[src/rtl/sprite_pkg.sv]
// rtl/sprite_pkg.sv - shared sprite ROM address/data types and requester indices
package sprite_pkg;

    localparam int SPRITE_ADDR_W = 18;
    localparam int PALETTE_W     = 4;

    // Requester slots on the sprite ROM arbiter; the background generator is always slot 0.
    localparam int REQ_BG      = 0;
    localparam int REQ_PLAYER0 = 1;
    localparam int REQ_PLAYER1 = 2;
    localparam int REQ_PLAYER2 = 3;

    typedef logic [SPRITE_ADDR_W-1:0] sprite_addr_t;

endpackage

[src/rtl/rr_pick.sv]
// rtl/rr_pick.sv - combinational round-robin picker over a masked request vector
module rr_pick #(
    parameter int N     = 4,
    parameter int IDX_W = (N > 1) ? $clog2(N) : 1
) (
    input  logic [N-1:0]     req_i,
    input  logic [IDX_W-1:0] ptr_i,
    input  logic [N-1:0]     mask_i,
    output logic [N-1:0]     gnt_o,
    output logic [IDX_W-1:0] idx_o,
    output logic             any_o
);

    // One extra bit so ptr + offset can exceed N before wrapping back.
    localparam int SW = IDX_W + 1;

    logic [SW-1:0]    sum;
    logic [IDX_W-1:0] cand;

    // Walk candidates starting at ptr, wrapping modulo N; first eligible one wins.
    always_comb begin
        gnt_o = '0;
        idx_o = '0;
        any_o = 1'b0;
        sum   = '0;
        cand  = '0;
        for (int i = 0; i < N; i++) begin
            sum = {1'b0, ptr_i} + SW'(i);
            if (sum >= SW'(N)) begin
                sum = sum - SW'(N);
            end
            cand = sum[IDX_W-1:0];
            if (!any_o && req_i[cand] && mask_i[cand]) begin
                gnt_o[cand] = 1'b1;
                idx_o       = cand;
                any_o       = 1'b1;
            end
        end
    end

endmodule

[src/rtl/sprite_rom_arbiter.sv]
// rtl/sprite_rom_arbiter.sv - shares the sprite ROM between address generators and tags returned data
module sprite_rom_arbiter
    import sprite_pkg::*;
#(
    parameter int N_REQ   = 4,
    parameter int ROM_LAT = 2,
    parameter int DATA_W  = PALETTE_W,
    parameter int BG_PRIO = 1
) (
    input  logic                     clk_i,
    input  logic                     rst_ni,
    input  logic [N_REQ-1:0]         req_i,
    input  sprite_addr_t [N_REQ-1:0] req_addr_i,
    output logic [N_REQ-1:0]         gnt_o,
    output sprite_addr_t             rom_addr_o,
    input  logic [DATA_W-1:0]        rom_data_i,
    output logic [N_REQ-1:0]         rd_valid_o,
    output logic [DATA_W-1:0]        rd_data_o,
    output logic                     busy_o
);

    localparam int IDX_W = (N_REQ > 1) ? $clog2(N_REQ) : 1;

    // With background priority, slot 0 sits outside the round-robin set.
    localparam logic [IDX_W-1:0] RR_LO   = (BG_PRIO != 0) ? IDX_W'(1) : '0;
    localparam logic [N_REQ-1:0] RR_MASK = (BG_PRIO != 0) ? ~N_REQ'(1) : '1;

    logic [IDX_W-1:0] rr_ptr_q, rr_ptr_d;
    sprite_addr_t     rom_addr_q, rom_addr_d;
    logic [N_REQ-1:0] rr_gnt;
    logic [IDX_W-1:0] rr_idx;
    logic             rr_any;
    logic             strict;
    logic [N_REQ-1:0] gnt_d;
    logic [IDX_W-1:0] win_idx;
    logic             grant_any;

    // Tag pipeline: stage 0 lines up with rom_addr, stage ROM_LAT with the registered read data.
    logic [ROM_LAT:0]             tag_vld_q;
    logic [ROM_LAT:0][N_REQ-1:0]  tag_id_q;
    logic [DATA_W-1:0]            rd_data_q;

    rr_pick #(
        .N     (N_REQ),
        .IDX_W (IDX_W)
    ) u_rr_pick (
        .req_i  (req_i),
        .ptr_i  (rr_ptr_q),
        .mask_i (RR_MASK),
        .gnt_o  (rr_gnt),
        .idx_o  (rr_idx),
        .any_o  (rr_any)
    );

    // Winner selection, pointer advance and ROM address mux; nothing is granted while in reset.
    always_comb begin
        strict     = (BG_PRIO != 0) && req_i[REQ_BG];
        gnt_d      = '0;
        win_idx    = '0;
        grant_any  = 1'b0;
        rr_ptr_d   = rr_ptr_q;
        rom_addr_d = rom_addr_q;
        if (rst_ni) begin
            if (strict) begin
                gnt_d[REQ_BG] = 1'b1;
                win_idx       = IDX_W'(REQ_BG);
                grant_any     = 1'b1;
            end else if (rr_any) begin
                gnt_d     = rr_gnt;
                win_idx   = rr_idx;
                grant_any = 1'b1;
                rr_ptr_d  = (rr_idx == IDX_W'(N_REQ - 1)) ? RR_LO : rr_idx + IDX_W'(1);
            end
        end
        if (grant_any) begin
            rom_addr_d = req_addr_i[win_idx];
        end
    end

    // Arbitration state: round-robin pointer and the address presented to the ROM.
    always_ff @(posedge clk_i or negedge rst_ni) begin
        if (!rst_ni) begin
            rr_ptr_q   <= RR_LO;
            rom_addr_q <= '0;
        end else begin
            rr_ptr_q   <= rr_ptr_d;
            rom_addr_q <= rom_addr_d;
        end
    end

    // Shift a {valid, one-hot id} tag per cycle; idle cycles insert bubbles, reset drops in-flight reads.
    always_ff @(posedge clk_i or negedge rst_ni) begin
        if (!rst_ni) begin
            tag_vld_q <= '0;
            tag_id_q  <= '0;
            rd_data_q <= '0;
        end else begin
            tag_vld_q <= {tag_vld_q[ROM_LAT-1:0], grant_any};
            tag_id_q  <= {tag_id_q[ROM_LAT-1:0], gnt_d};
            rd_data_q <= rom_data_i;
        end
    end

    assign gnt_o      = gnt_d;
    assign rom_addr_o = rom_addr_q;
    assign rd_valid_o = tag_vld_q[ROM_LAT] ? tag_id_q[ROM_LAT] : '0;
    assign rd_data_o  = rd_data_q;
    assign busy_o     = |tag_vld_q;

endmodule

[config.mk]
export PLATFORM = sky130hd
export DESIGN_NAME = sprite_rom_arbiter
export DESIGN_NICKNAME = d
export VERILOG_FILES = /design/src/rtl/sprite_pkg.sv /design/src/rtl/rr_pick.sv /design/src/rtl/sprite_rom_arbiter.sv
export SDC_FILE = /design/constraint.sdc
export NUM_CORES = 1
export LEC_CHECK = 0
export CORE_ASPECT_RATIO = 1.25
export CORE_MARGIN = 2
export CORE_UTILIZATION = 45
export CTS_CLUSTER_DIAMETER = 50
export DETAILED_ROUTE_END_ITERATION = 7
export PLACE_DENSITY = 0.89
export SYNTH_ARGS = -nofsm -noshare
export SYNTH_HDL_FRONTEND = slang
export SYNTH_HIERARCHICAL = 1
export SYNTH_SLANG_ARGS = --single-unit
[constraint.sdc]
create_clock -name clk_i -period 6.7 [get_ports clk_i]
set_input_delay 1.34 -clock clk_i [delete_from_list [all_inputs] [get_ports clk_i]]
set_output_delay 1.34 -clock clk_i [all_outputs]
set_load 0.1 [all_outputs]
==> metrics <==
FMAX 185 MHz; crit path capture type output pin; CP required 5.36 ns; Final Cycle Share roughly four fifths; Clock Path Buffers 2; Detailed Route Iter0 Violations 132; Peak supply drop 0.000246 V; fin util 71.2%; worst slack at placement around 1.3 ns; Synthesis Warnings 6; CTS tree yes; Clk pin slew, worst setup/hold paths 0.07 ns; diodes inserted 0; RSZ-0062 raised after global routing false; Hold WC Path Type flip-flop to flip-flop; clock sinks 39; P&R area growth vs syn 51.6%; Num CTS Buffers 5; final hold violations 0; number of H-tree levels 2; number of global-route vias before repair 2300; status completed; Leak approximately 1.6 nW; Tightest Pin Transition 1.11 ns; Worst-Skew Late Latency 0.29 ns; Worst Clk Skew around 0.0080 ns; crit path DAT 4.07 ns; DR vias/cell 5.62; critical path class input port to output pin; Site Rows 29; Area contributors post-synth dfrtp_1, mux2i_1, o22a_1; Post-synth EDFFs 0; most frequent cell after synthesis dfrtp_1; Nets 449; mean post-synth cell area 9.85 sq um; routed wire length about 6900 um; Max FO, Critical Path 38; hold path startpoint tag_id_q[3]; synthesized area roughly 0.0024 sq mm; Post-Syn Instances between 200 and 250; Rel. slew slack 26.1%; Setup WS post-layout 1.29 ns; final non-filler cell total between 400 and 500; wire per inst 16.3 um; GR Util All Layers 23.2%; Post-synth top flop dfrtp_1; WHS 0.350 ns; max-cap viol count 0; share of cells above drive strength 1 under 10%; asr flop ratio synth 100%; DRC 0; Vias 2370; initial core utilization 47.0%; grt ovf 0; Startpoint Class input port; sequential share of the synthesized area between 40 and 50%; commonest cells in the synthesized netlist dfrtp_1, o21ai_0, nor2_1, o22ai_1, mux2i_1; clock root cell clkbuf_8; Inst Count DP 414; post-cts gate resize count 0; Yosys reg bits 39; minimum clock period 5.41 ns; cell taking the most area after synthesis dfrtp_1; DIE AREA approximately 0.006 sq mm; routed wl met3 409 um; final setup vio count 0; antenna viol nets, final 0; Slew Limit Fails 0; number of hold buffers added after CTS 0; r2r startpoint rr_ptr_q[0]; Met1 Routed Length 2610 um; synth unique cells 42; met2 wire len 3660 um; Die Height 85.7 um; Initial DRT Pass Iterations 5; setup TNS 0 ns; number of port buffers 112; Placer Congestion 0.901; crit path from req_i[3]; core area 0.00512 sq mm; largest net degree at the start of global routing 48; Post-CTS Repair Setup Buffers 0; I/O pins 113; Power Dens Cells approximately 500 mW/mm^2; first-pass GRT wire length 10900 um; initial antenna violation count 0; hpwl dp 5380 um; Die Wd 69.4 um; top cell type's share of synthesized area 39.6%; highest routed layer met4
==> state kept, by name, summed over array words and instances (netlist names) <==
signal,cells
tag_vld_q,3
rom_addr_o,18
rd_data_o,4
rr_ptr_q,2
tag_id_q,12
==> kinds of logic (layout without fill, tap and decap cells) <==
family	Yosys count	after routing	share of synthesized area (%)
other cells	2	13	0.312
buf+inv	28	133	7.18
compound gates	86	86	24.9
simple gates	62	62	13.8
mux	19	19	8.95
fa+ha+maj	8	8	4.16
flops	39	39	40.7
==> worst paths after layout <==
kind / slack (ns) / endpoint / cells past startpoint
max in group asynchronous: 5.19 / rr_ptr_q[0] / 2
max reg2reg: 2.65 / rom_addr_o[10] / 10
min: 0.35 / tag_id_q[7] / 0
max: 1.29 / gnt_o[0] / 8
min in group asynchronous: 1.15 / rom_addr_o[8] / 2
min reg2reg: 0.35 / tag_id_q[7] / 0
==> through the flow <==
step,total power [mW],instance area [sq um]
floorplan,1.32,2440
global placement,1.58,3530
detailed placement,1.61,3530
CTS,1.81,3640
global route,1.90,3640
finish,1.81,3640
==> area by class of cell <==
type,instances,area [sq um]
multi-input combinational,188,1300
inverter,9,33.8
fill,412,1470
timing repair buffer,116,1140
tap,62,77.6
clock inverter,2,35.0
clock buffer,6,82.6
sequential,39,977
==> power breakdown <==
group          internal, mW  switching [mW]
combinational         0.368           0.850
clock                 0.120          0.0766
sequential            0.326          0.0641
total                 0.814           0.991
==> critical path: stages <==
cell             delay, ns
clkdlybuf4s50_1       0.53
and2_4                0.17
mux4_2                0.37
nor3_1                0.09
nand2_1               0.11
o21a_1                0.88
o21a_1                0.27
buf_4                 0.30
==> placed cells by master (no fill, tap or decap), types with 2 or more instances in the layout <==
cell type,synthesis,layout
inv_2,2,2
clkdlybuf4s50_1,0,107
and2_1,5,5
o22ai_1,19,18
nor2_1,21,21
o21ai_0,23,23
nand4b_1,3,3
a21oi_1,6,6
nand3_1,6,6
and3_1,5,5
and2_4,3,3
o21a_1,2,2
a2111oi_0,3,3
a22oi_1,4,4
mux2i_1,17,17
a31oi_1,2,2
a211o_1,4,4
nand4_1,3,3
inv_1,7,7
o22a_1,16,16
conb_1,2,13
nand2_1,10,10
buf_4,2,8
mux4_2,2,2
o221ai_2,2,2
clkbuf_8,0,6
dfrtp_1,38,38
ha_1,8,8
==> layer usage <==
metal,track usage (%),vias to the layer above
met1,24.7,1125
li1,-,1139
met2,42.8,90
met5,0,-
met3,5.76,16
met4,10.7,0
No activity file was read; power rests on OpenSTA's default activity.
